File: src/rtl/sa_fifo_rwsthp_80x17_ctrl_if.sv
// Valid/ready stream bundle between the producer/consumer and the FIFO controller.
// The controller takes the slave side; occupancy travels with the streams.
interface sa_fifo_rwsthp_80x17_ctrl_if #(
  parameter int WIDTH = 17,
  parameter int CW    = 7
);
  logic             wr_pvld;
  logic             wr_prdy;
  logic [WIDTH-1:0] wr_pd;
  logic             rd_pvld;
  logic             rd_prdy;
  logic [WIDTH-1:0] rd_pd;
  logic [CW-1:0]    occ;

  modport master (
    output wr_pvld, wr_pd, rd_prdy,
    input  wr_prdy, rd_pvld, rd_pd, occ
  );

  modport slave (
    input  wr_pvld, wr_pd, rd_prdy,
    output wr_prdy, rd_pvld, rd_pd, occ
  );
endinterface

File: src/rtl/sa_fifo_rwsthp_80x17_ctrl.sv
// FIFO controller for an external 80x17 two-port RAM with a registered read address
// and a registered output; keeps a 1 word/cycle valid/ready stream on both sides.
module sa_fifo_rwsthp_80x17_ctrl #(
  parameter int DEPTH = 80,
  parameter int WIDTH = 17,
  parameter int AW    = 7,
  parameter int CW    = 7
) (
  input  logic                          clk,
  input  logic                          rst,
  sa_fifo_rwsthp_80x17_ctrl_if.slave    fifo,
  output logic [AW-1:0]                 ram_wa,
  output logic                          ram_we,
  output logic [WIDTH-1:0]              ram_di,
  output logic [AW-1:0]                 ram_ra,
  output logic                          ram_re,
  output logic                          ram_ore,
  input  logic [WIDTH-1:0]              ram_dout,
  output logic                          ram_byp_sel,
  output logic [WIDTH-1:0]              ram_dbyp,
  input  logic [31:0]                   pwrbus_ram_pd,
  output logic [31:0]                   ram_pwrbus_ram_pd
);

  logic [AW-1:0] wptr;
  logic [AW-1:0] rptr;
  logic [CW-1:0] ram_cnt;
  logic [CW-1:0] held;
  logic          s1_vld;
  logic          s2_vld;

  logic          wr_prdy;
  logic          wr_acc;
  logic          adv1;
  logic          issue;

  function automatic logic [AW-1:0] ptr_inc(input logic [AW-1:0] p);
    return (p == AW'(DEPTH - 1)) ? '0 : p + 1'b1;
  endfunction

  // held also covers the word whose address sits in the RAM read register,
  // so a slot cannot be overwritten before its data reaches the output register.
  always_comb begin
    wr_prdy = 1'b0;
    wr_acc  = 1'b0;
    adv1    = 1'b0;
    issue   = 1'b0;
    if (!rst) begin
      wr_prdy = (held < CW'(DEPTH));
      wr_acc  = fifo.wr_pvld && wr_prdy;
      adv1    = s1_vld && (!s2_vld || fifo.rd_prdy);
      issue   = (ram_cnt != '0) && (!s1_vld || adv1);
    end
  end

  always_ff @(posedge clk) begin
    if (rst) begin
      wptr    <= '0;
      rptr    <= '0;
      ram_cnt <= '0;
      held    <= '0;
      s1_vld  <= 1'b0;
      s2_vld  <= 1'b0;
    end else begin
      if (wr_acc) begin
        wptr <= ptr_inc(wptr);
      end
      if (issue) begin
        rptr <= ptr_inc(rptr);
      end

      case ({wr_acc, issue})
        2'b10:   ram_cnt <= ram_cnt + 1'b1;
        2'b01:   ram_cnt <= ram_cnt - 1'b1;
        default: ram_cnt <= ram_cnt;
      endcase

      case ({wr_acc, adv1})
        2'b10:   held <= held + 1'b1;
        2'b01:   held <= held - 1'b1;
        default: held <= held;
      endcase

      s1_vld <= issue || (s1_vld && !adv1);
      s2_vld <= adv1 || (s2_vld && !fifo.rd_prdy);
    end
  end

  // Output register only loads on adv1, which is what holds rd_pd under backpressure.
  always_comb begin
    fifo.wr_prdy      = wr_prdy;
    fifo.rd_pvld      = s2_vld && !rst;
    fifo.rd_pd        = ram_dout;
    fifo.occ          = rst ? '0 : held + CW'(s2_vld);
    ram_we            = wr_acc;
    ram_wa            = wptr;
    ram_di            = fifo.wr_pd;
    ram_re            = issue;
    ram_ra            = rptr;
    ram_ore           = adv1;
    ram_byp_sel       = 1'b0;
    ram_dbyp          = '0;
    ram_pwrbus_ram_pd = pwrbus_ram_pd;
  end

endmodule

File: src/flat_wrapper.sv
// flat-port wrapper written by rule: the top's interface ports become plain ports
module sa_fifo_rwsthp_80x17_ctrl_flat 
#(
  parameter int DEPTH = 80,
  parameter int WIDTH = 17,
  parameter int AW    = 7,
  parameter int CW    = 7
)
  (clk, rst, ram_wa, ram_we, ram_di, ram_ra, ram_re, ram_ore, ram_dout, ram_byp_sel, ram_dbyp, pwrbus_ram_pd, ram_pwrbus_ram_pd, fifo_wr_pvld, fifo_wr_pd, fifo_rd_prdy, fifo_wr_prdy, fifo_rd_pvld, fifo_rd_pd, fifo_occ);
  sa_fifo_rwsthp_80x17_ctrl_if #(.WIDTH(WIDTH), .CW(CW)) fifo_i ();
  input  logic clk;
  input  logic rst;
  output logic [AW-1:0] ram_wa;
  output logic ram_we;
  output logic [WIDTH-1:0] ram_di;
  output logic [AW-1:0] ram_ra;
  output logic ram_re;
  output logic ram_ore;
  input  logic [WIDTH-1:0] ram_dout;
  output logic ram_byp_sel;
  output logic [WIDTH-1:0] ram_dbyp;
  input  logic [31:0] pwrbus_ram_pd;
  output logic [31:0] ram_pwrbus_ram_pd;
  input wire logic [$bits(fifo_i.wr_pvld)-1:0] fifo_wr_pvld;
  input wire logic [$bits(fifo_i.wr_pd)-1:0] fifo_wr_pd;
  input wire logic [$bits(fifo_i.rd_prdy)-1:0] fifo_rd_prdy;
  output wire logic [$bits(fifo_i.wr_prdy)-1:0] fifo_wr_prdy;
  output wire logic [$bits(fifo_i.rd_pvld)-1:0] fifo_rd_pvld;
  output wire logic [$bits(fifo_i.rd_pd)-1:0] fifo_rd_pd;
  output wire logic [$bits(fifo_i.occ)-1:0] fifo_occ;
  assign fifo_i.wr_pvld = fifo_wr_pvld;
  assign fifo_i.wr_pd = fifo_wr_pd;
  assign fifo_i.rd_prdy = fifo_rd_prdy;
  assign fifo_wr_prdy = fifo_i.wr_prdy;
  assign fifo_rd_pvld = fifo_i.rd_pvld;
  assign fifo_rd_pd = fifo_i.rd_pd;
  assign fifo_occ = fifo_i.occ;
  sa_fifo_rwsthp_80x17_ctrl #(.DEPTH(DEPTH), .WIDTH(WIDTH), .AW(AW), .CW(CW)) u_core (.clk(clk), .rst(rst), .fifo(fifo_i), .ram_wa(ram_wa), .ram_we(ram_we), .ram_di(ram_di), .ram_ra(ram_ra), .ram_re(ram_re), .ram_ore(ram_ore), .ram_dout(ram_dout), .ram_byp_sel(ram_byp_sel), .ram_dbyp(ram_dbyp), .pwrbus_ram_pd(pwrbus_ram_pd), .ram_pwrbus_ram_pd(ram_pwrbus_ram_pd));
endmodule
File: config.mk
export PLATFORM = sky130hd
export DESIGN_NAME = sa_fifo_rwsthp_80x17_ctrl_flat
export DESIGN_NICKNAME = d
export VERILOG_FILES = /design/src/rtl/sa_fifo_rwsthp_80x17_ctrl_if.sv /design/src/rtl/sa_fifo_rwsthp_80x17_ctrl.sv /design/src/flat_wrapper.sv
export SDC_FILE = /design/constraint.sdc
export NUM_CORES = 1
export LEC_CHECK = 0
export CAP_MARGIN = 20
export CORE_MARGIN = 10
export CORE_UTILIZATION = 37
export CTS_BUF_LIST = sky130_fd_sc_hd__clkbuf_2
export CTS_CLUSTER_SIZE = 40
export DETAILED_ROUTE_END_ITERATION = 10
export HOLD_SLACK_MARGIN = 0.02
export PLACE_DENSITY_LB_ADDON = 0.05
export SLEW_MARGIN = 10
export SYNTH_ARGS = -nofsm -noshare
export SYNTH_HDL_FRONTEND = slang
export SYNTH_SLANG_ARGS = --single-unit
File: constraint.sdc
create_clock -name clk -period 4.8 [get_ports clk]
set_input_delay 1.44 -clock clk [delete_from_list [all_inputs] [get_ports clk]]
set_output_delay 1.44 -clock clk [all_outputs]
set_load 0.05 [all_outputs]
Word level (Yosys, flattened, before mapping)
Index checks and enable logic that the tools add are counted.
{"block": "word_totals", "register_bits": 30, "inputBits": 70, "output_inout_bits": 110, "wordCells": 47}
{"block": "op_classes", "n_addsub": 7, "magnitude_cmp": 1, "eq_ne": 6, "n_mux": 9, "reduce_logical": 18}
{"op": "$add 7x1->7 const B", "n": 4}
{"op": "$pmux 7 s2", "n": 2}
{"op": "$mux 7", "n": 3}
{"op": "$eq 7x7->1 const B", "n": 2}
{"op": "$sub 7x1->7 const B", "n": 2}
{"op": "$add 7x1->7", "n": 1}
{"op": "$lt 7x7->1 const B", "n": 1}
{"op": "$reduce_bool 7->1", "n": 1}
{"op": "$logic_and 1x1->1", "n": 6}
{"op": "$logic_not 1->1", "n": 5}
{"op": "$eq 2x1->1 const B", "n": 2}
{"op": "$eq 2x2->1 const B", "n": 2}
{"op": "$logic_or 1x1->1", "n": 4}
{"op": "$mux 1", "n": 4}
{"op": "$reduce_bool 2->1", "n": 2}

Longest topological paths before layout
{"block": "logic_depth", "ltp_word": 8, "mapped_depth": 12, "ltp_nobuf": 10}

Worst setup path after synthesis
No wires, ideal clock.
{"block": "synth_timing", "path_type": "in2reg", "from": "input port rst", "to": "register u_core.held[4]", "t_arrival_ns": 5.158, "setup_slack_ns": -0.478, "cell_stages": 12, "cell_sequence": "clkbuf_1 > clkbuf_8 > nor3b_1 > ha_1 > buf_2 > xor2_1 > ha_1 > a21boi_0 > o22ai_1 > or3_1 > a21oi_1 > mux2_2"}
{"block": "synth_between", "elab_chain_len": 3, "elab_cells_between_ends": 6}
{"item": "from (decl)", "line_no": "flat_wrapper.sv:12", "rtl": "input logic rst;"}
{"item": "$mux 1 *", "line_no": "sa_fifo_rwsthp_80x17_ctrl.sv:48", "rtl": "if (!rst) begin"}
{"item": "net ram_ore", "line_no": "flat_wrapper.sv:18", "rtl": "output logic ram_ore;"}
{"item": "$eq 2x1->1 / $eq 2x2->1 (equally long branches)", "line_no": "sa_fifo_rwsthp_80x17_ctrl.sv:78", "rtl": "case ({wr_acc, adv1})"}
{"item": "$pmux 7 s2 / $reduce_bool 2->1 (equally long branches)"}
{"item": "to (signal assigned)", "line_no": "sa_fifo_rwsthp_80x17_ctrl.sv:79", "rtl": "2'b10: held <= held + 1'b1;"}
{"item": "to (signal assigned)", "line_no": "sa_fifo_rwsthp_80x17_ctrl.sv:80", "rtl": "2'b01: held <= held - 1'b1;"}
{"item": "to (signal assigned)", "line_no": "sa_fifo_rwsthp_80x17_ctrl.sv:81", "rtl": "default: held <= held;"}
{"item": "to (decl)", "line_no": "sa_fifo_rwsthp_80x17_ctrl.sv:28", "rtl": "logic [CW-1:0] held;"}
Mark *: on every way through the listed nets, which the timed path passes. The rest lies on a longest branch.
A chain may end at the register's enable or synchronous reset.

Worst setup path in the final report
{"block": "layout_timing", "from": "input port rst", "to": "output port ram_we"}
{"block": "layout_between", "elab_chain_len": 1}
{"item": "$mux 1", "line_no": "sa_fifo_rwsthp_80x17_ctrl.sv:48"}
{"item": "to (decl)", "line_no": "flat_wrapper.sv:14", "rtl": "output logic ram_we;"}
No other way between the ends.

==> impl_results.md <==
* Outcome: finished clean
* Core Footprint at 0.00691 mm2
* Type of the worst min-delay path: reg2reg
* Fmax at 232 MHz
* Clk Tree Root Cell: sky130_fd_sc_hd__clkbuf_2
* Iteration-0 DRC count of the detailed router at 67
* Leakage power of the design at 1.07 nW
* CTS-repair resized insts at 0
* Relative max-transition margin at 58.7%
* Signed area change from the synthesized netlist to the final layout at -1.17%
* Post-layout min period at 4.32 ns
* Total of max-cap violations at 0
* Internal Dissipation at 0.000581 W
* Overall power consumption at 0.00109 W
* Switching power share of the total at 46.9%
* Number of remaining DRC errors at 0
* Gate power share at 55.4%
* Critical Path Fanout Max at 7
* Count of final hold-check violations at 0
* Worst path arrival time at 2.88 ns
* Critical setup path kind: in2out
* Post-route clock skew at 0.0132 ns
* Vias/cell at 4.87
* Unrepaired setup endpoints after global routing: false
* Wire length of the first global-routing pass at 9.49 mm
* Sequential share of power at 32.7%
* Mapped Avg Cell Area at 8.02 um2
* Worst slew pin tran at 0.614 ns
* Non-Filler Instances at 393
* Antenna-violating nets left at 0
* Count of pins over their slew limit at 0
* Syn Std Cell Area at 0.00267 mm2
* Total clock buffers created by CTS at 5
* Post-synth EDFFs at 0
* Clock Latency Late Sink at 0.38 ns
* Async S/R FF share, synth at 0%
* Switching pwr at 0.000512 W
* Clk slew on worst S/H paths at 0.16 ns
* Max IR drop VDD at 0.152 mV
* Final standard cell area without fillers at 0.00264 mm2
* Total length of routed wires at 5.73 mm
* DP Cell Count at 385
* Die Outline Area at 0.0110 mm2
* Layout cell share with drive strength beyond 1 at 13.1%
* Netlist cell types at 54
* Worst Setup End Kind: output port
* Final routed wire length divided by cell count at 14.6 um
* Clk pwr share at 11.9%
* Post-CTS Setup Inserts at 0
* Number of antenna violations at the first check in global routing at 0
* Max Buffers Root-to-Sink at 2
* Worst slack after detailed placement at 0.345 ns
* Number of global-route vias before repair at 1,871
* Half-perimeter wire length after detailed placement at 4.32 mm
* Most frequent standard cell in the layout excluding fill and tap cells: sky130_fd_sc_hd__dfxtp_1
* Nets@finish at 380
* Length of the first detailed-routing pass in iterations at 4
* Crit path launch type: input port
* DP Area at 0.00260 mm2
* Via count at 1,912
* Least setup slack across all paths after layout at 0.482 ns
* GR Util All Layers at 10.1%
* Number of buffers inserted for hold repair after clock tree synthesis at 0
* Width of the die at 105 um
* CTS tree: done
* Die Y-Extent at 105 um
* Synthesis Warnings at 0
* Flip-flop and latch count after synthesis at 30
* Commonest cells after routing, fill and taps aside: sky130_fd_sc_hd__dfxtp_1 (30), sky130_fd_sc_hd__nor2_1 (27), sky130_fd_sc_hd__nand2_1 (18), sky130_fd_sc_hd__conb_1 (18), sky130_fd_sc_hd__clkdlybuf4s50_1 (17)
* Cells after synthesis at 333
* Final number of setup-violating endpoints at 0
* Port Buf Inserts at 29
* Number of clock sinks at 30
* Total overflow reported by the global router at 0
* Final TNS setup at 0 ns
* H-tree depth reported by CTS at 2
* Required time at the worst-slack endpoint at 3.36 ns
* Final Cycle Share at 90.0%
* Starting Density at 38.7%
* Top_reg_cell synth: sky130_fd_sc_hd__dfxtp_1
* GPL Wtd Cong at 0.802
* # IOs at 180
* Number of placement rows at 30
* Sequential share of the synthesized area at 22.5%
* Pin count of the biggest net entering global routing at 20
* Antenna diode count at 0
* Power per unit of standard cell area at 414 mW/mm2
[power groups by stage]
stage / Clock, W / Sequential [W] / Combinational, W
2_1_floorplan: 0 / 0.000363 / 0.000577
3_3_place_gp: 0 / 0.000365 / 0.000605
3_5_place_dp: 0 / 0.000364 / 0.000607
4_1_cts: 0.000141 / 0.000359 / 0.000610
5_1_grt: 0.000150 / 0.000367 / 0.000670
6_report: 0.000130 / 0.000358 / 0.000606
[cells by family (layout without fill, tap and decap cells)]
logic type                 count (synthesis)  count (layout)  share of synthesized area (%)
AOI/OAI and AO/OA                         54              54                           13.5
xor gates and xnor gates                  17              17                           5.57
adders and majority gates                 14              14                           6.84
buffers and inverters                    103              50                           27.1
DFF                                       30              30                           22.5
muxes                                      7               7                           2.72
other                                      1              18                          0.140
and+or+nand+nor                          107             107                           21.7
[critical path: stages]
cell and delay [ns]:
sky130_fd_sc_hd__clkdlybuf4s50_1 0.56, sky130_fd_sc_hd__inv_1 0.14, sky130_fd_sc_hd__nand3_1 0.25, sky130_fd_sc_hd__inv_1 0.25
sky130_fd_sc_hd__buf_4 0.24
[final timing paths]
path / from / endpoint / slack, ns / depth (start not counted)
min: u_core.ram_wa[1] / u_core.ram_wa[1] / 0.51 / 2
max reg2reg: u_core.held[4] / u_core.ram_cnt[6] / 1.61 / 11
min reg2reg: u_core.ram_wa[1] / u_core.ram_wa[1] / 0.51 / 2
max: rst / ram_we / 0.48 / 5
[metal layers]
metal | up-vias | part of all wire [%] | GRT usage (%)
met5 | - | 0 | 0
met4 | 0 | 1.2 | 3.33
met3 | 15 | 7.2 | 3.75
met2 | 53 | 48 | 17.0
met1 | 880 | 43 | 11.5
li1 | 964 | - | -
[cell usage after synthesis (2+ instances only)]
| cell | n | share of area (%) |
|---|---|---|
| sky130_fd_sc_hd__clkbuf_1 | 10 | 1.4 |
| sky130_fd_sc_hd__clkbuf_8 | 2 | 1.0 |
| sky130_fd_sc_hd__dfxtp_1 | 30 | 22 |
| sky130_fd_sc_hd__o21a_1 | 3 | 0.84 |
| sky130_fd_sc_hd__xor2_1 | 11 | 3.6 |
| sky130_fd_sc_hd__nor3_1 | 8 | 1.5 |
| sky130_fd_sc_hd__ha_1 | 13 | 6.1 |
| sky130_fd_sc_hd__a31oi_1 | 3 | 0.70 |
| sky130_fd_sc_hd__o22ai_1 | 2 | 0.47 |
| sky130_fd_sc_hd__xnor2_1 | 6 | 2.0 |
| sky130_fd_sc_hd__nor2_1 | 27 | 3.8 |
| sky130_fd_sc_hd__mux2i_1 | 5 | 1.9 |
| sky130_fd_sc_hd__a21oi_1 | 14 | 2.6 |
| sky130_fd_sc_hd__mux2_2 | 2 | 0.84 |
| sky130_fd_sc_hd__nand3_1 | 4 | 0.75 |
| sky130_fd_sc_hd__a311oi_1 | 2 | 0.66 |
| sky130_fd_sc_hd__nor2b_1 | 12 | 2.8 |
| sky130_fd_sc_hd__inv_1 | 5 | 0.70 |
| sky130_fd_sc_hd__a31o_2 | 2 | 0.66 |
| sky130_fd_sc_hd__o211ai_1 | 3 | 0.84 |
| sky130_fd_sc_hd__nand2_1 | 18 | 2.5 |
| sky130_fd_sc_hd__nand4_1 | 5 | 1.2 |
| sky130_fd_sc_hd__nand2b_1 | 8 | 1.9 |
| sky130_fd_sc_hd__o21ai_0 | 14 | 2.6 |
| sky130_fd_sc_hd__and3_1 | 6 | 1.4 |
| sky130_fd_sc_hd__buf_4 | 84 | 24 |
| sky130_fd_sc_hd__nand3b_1 | 2 | 0.56 |
| sky130_fd_sc_hd__or3_1 | 5 | 1.2 |
| sky130_fd_sc_hd__nor3b_1 | 2 | 0.56 |
[flip-flops by register name (all words and copies together) (netlist names)]
name	flops
u_core.s1_vld	1
u_core.held	7
u_core.ram_ra	7
u_core.ram_wa	7
u_core.s2_vld	1
u_core.ram_cnt	7
[area by class of cell]
type / instances / area [um2]
flip-flops and latches: 30 / 601
inverters: 5 / 18.8
multi-input cells: 217 / 1420
fillers: 721 / 4270
well taps: 96 / 120
clock buffers: 6 / 30.0
repair buffers: 37 / 445
clock inverters: 2 / 8.76
[per-stage QoR]
| stage | hold WS (ns) | util, % |
|---|---|---|
| 2_1_floorplan | 0.468 | - |
| 3_3_place_gp | 0.492 | 37.7 |
| 3_5_place_dp | 0.492 | 37.7 |
| 4_1_cts | 0.512 | 38.2 |
| 5_1_grt | 0.547 | 38.2 |
| 6_report | 0.506 | 38.2 |
No activity file was read; power rests on OpenSTA's default activity.
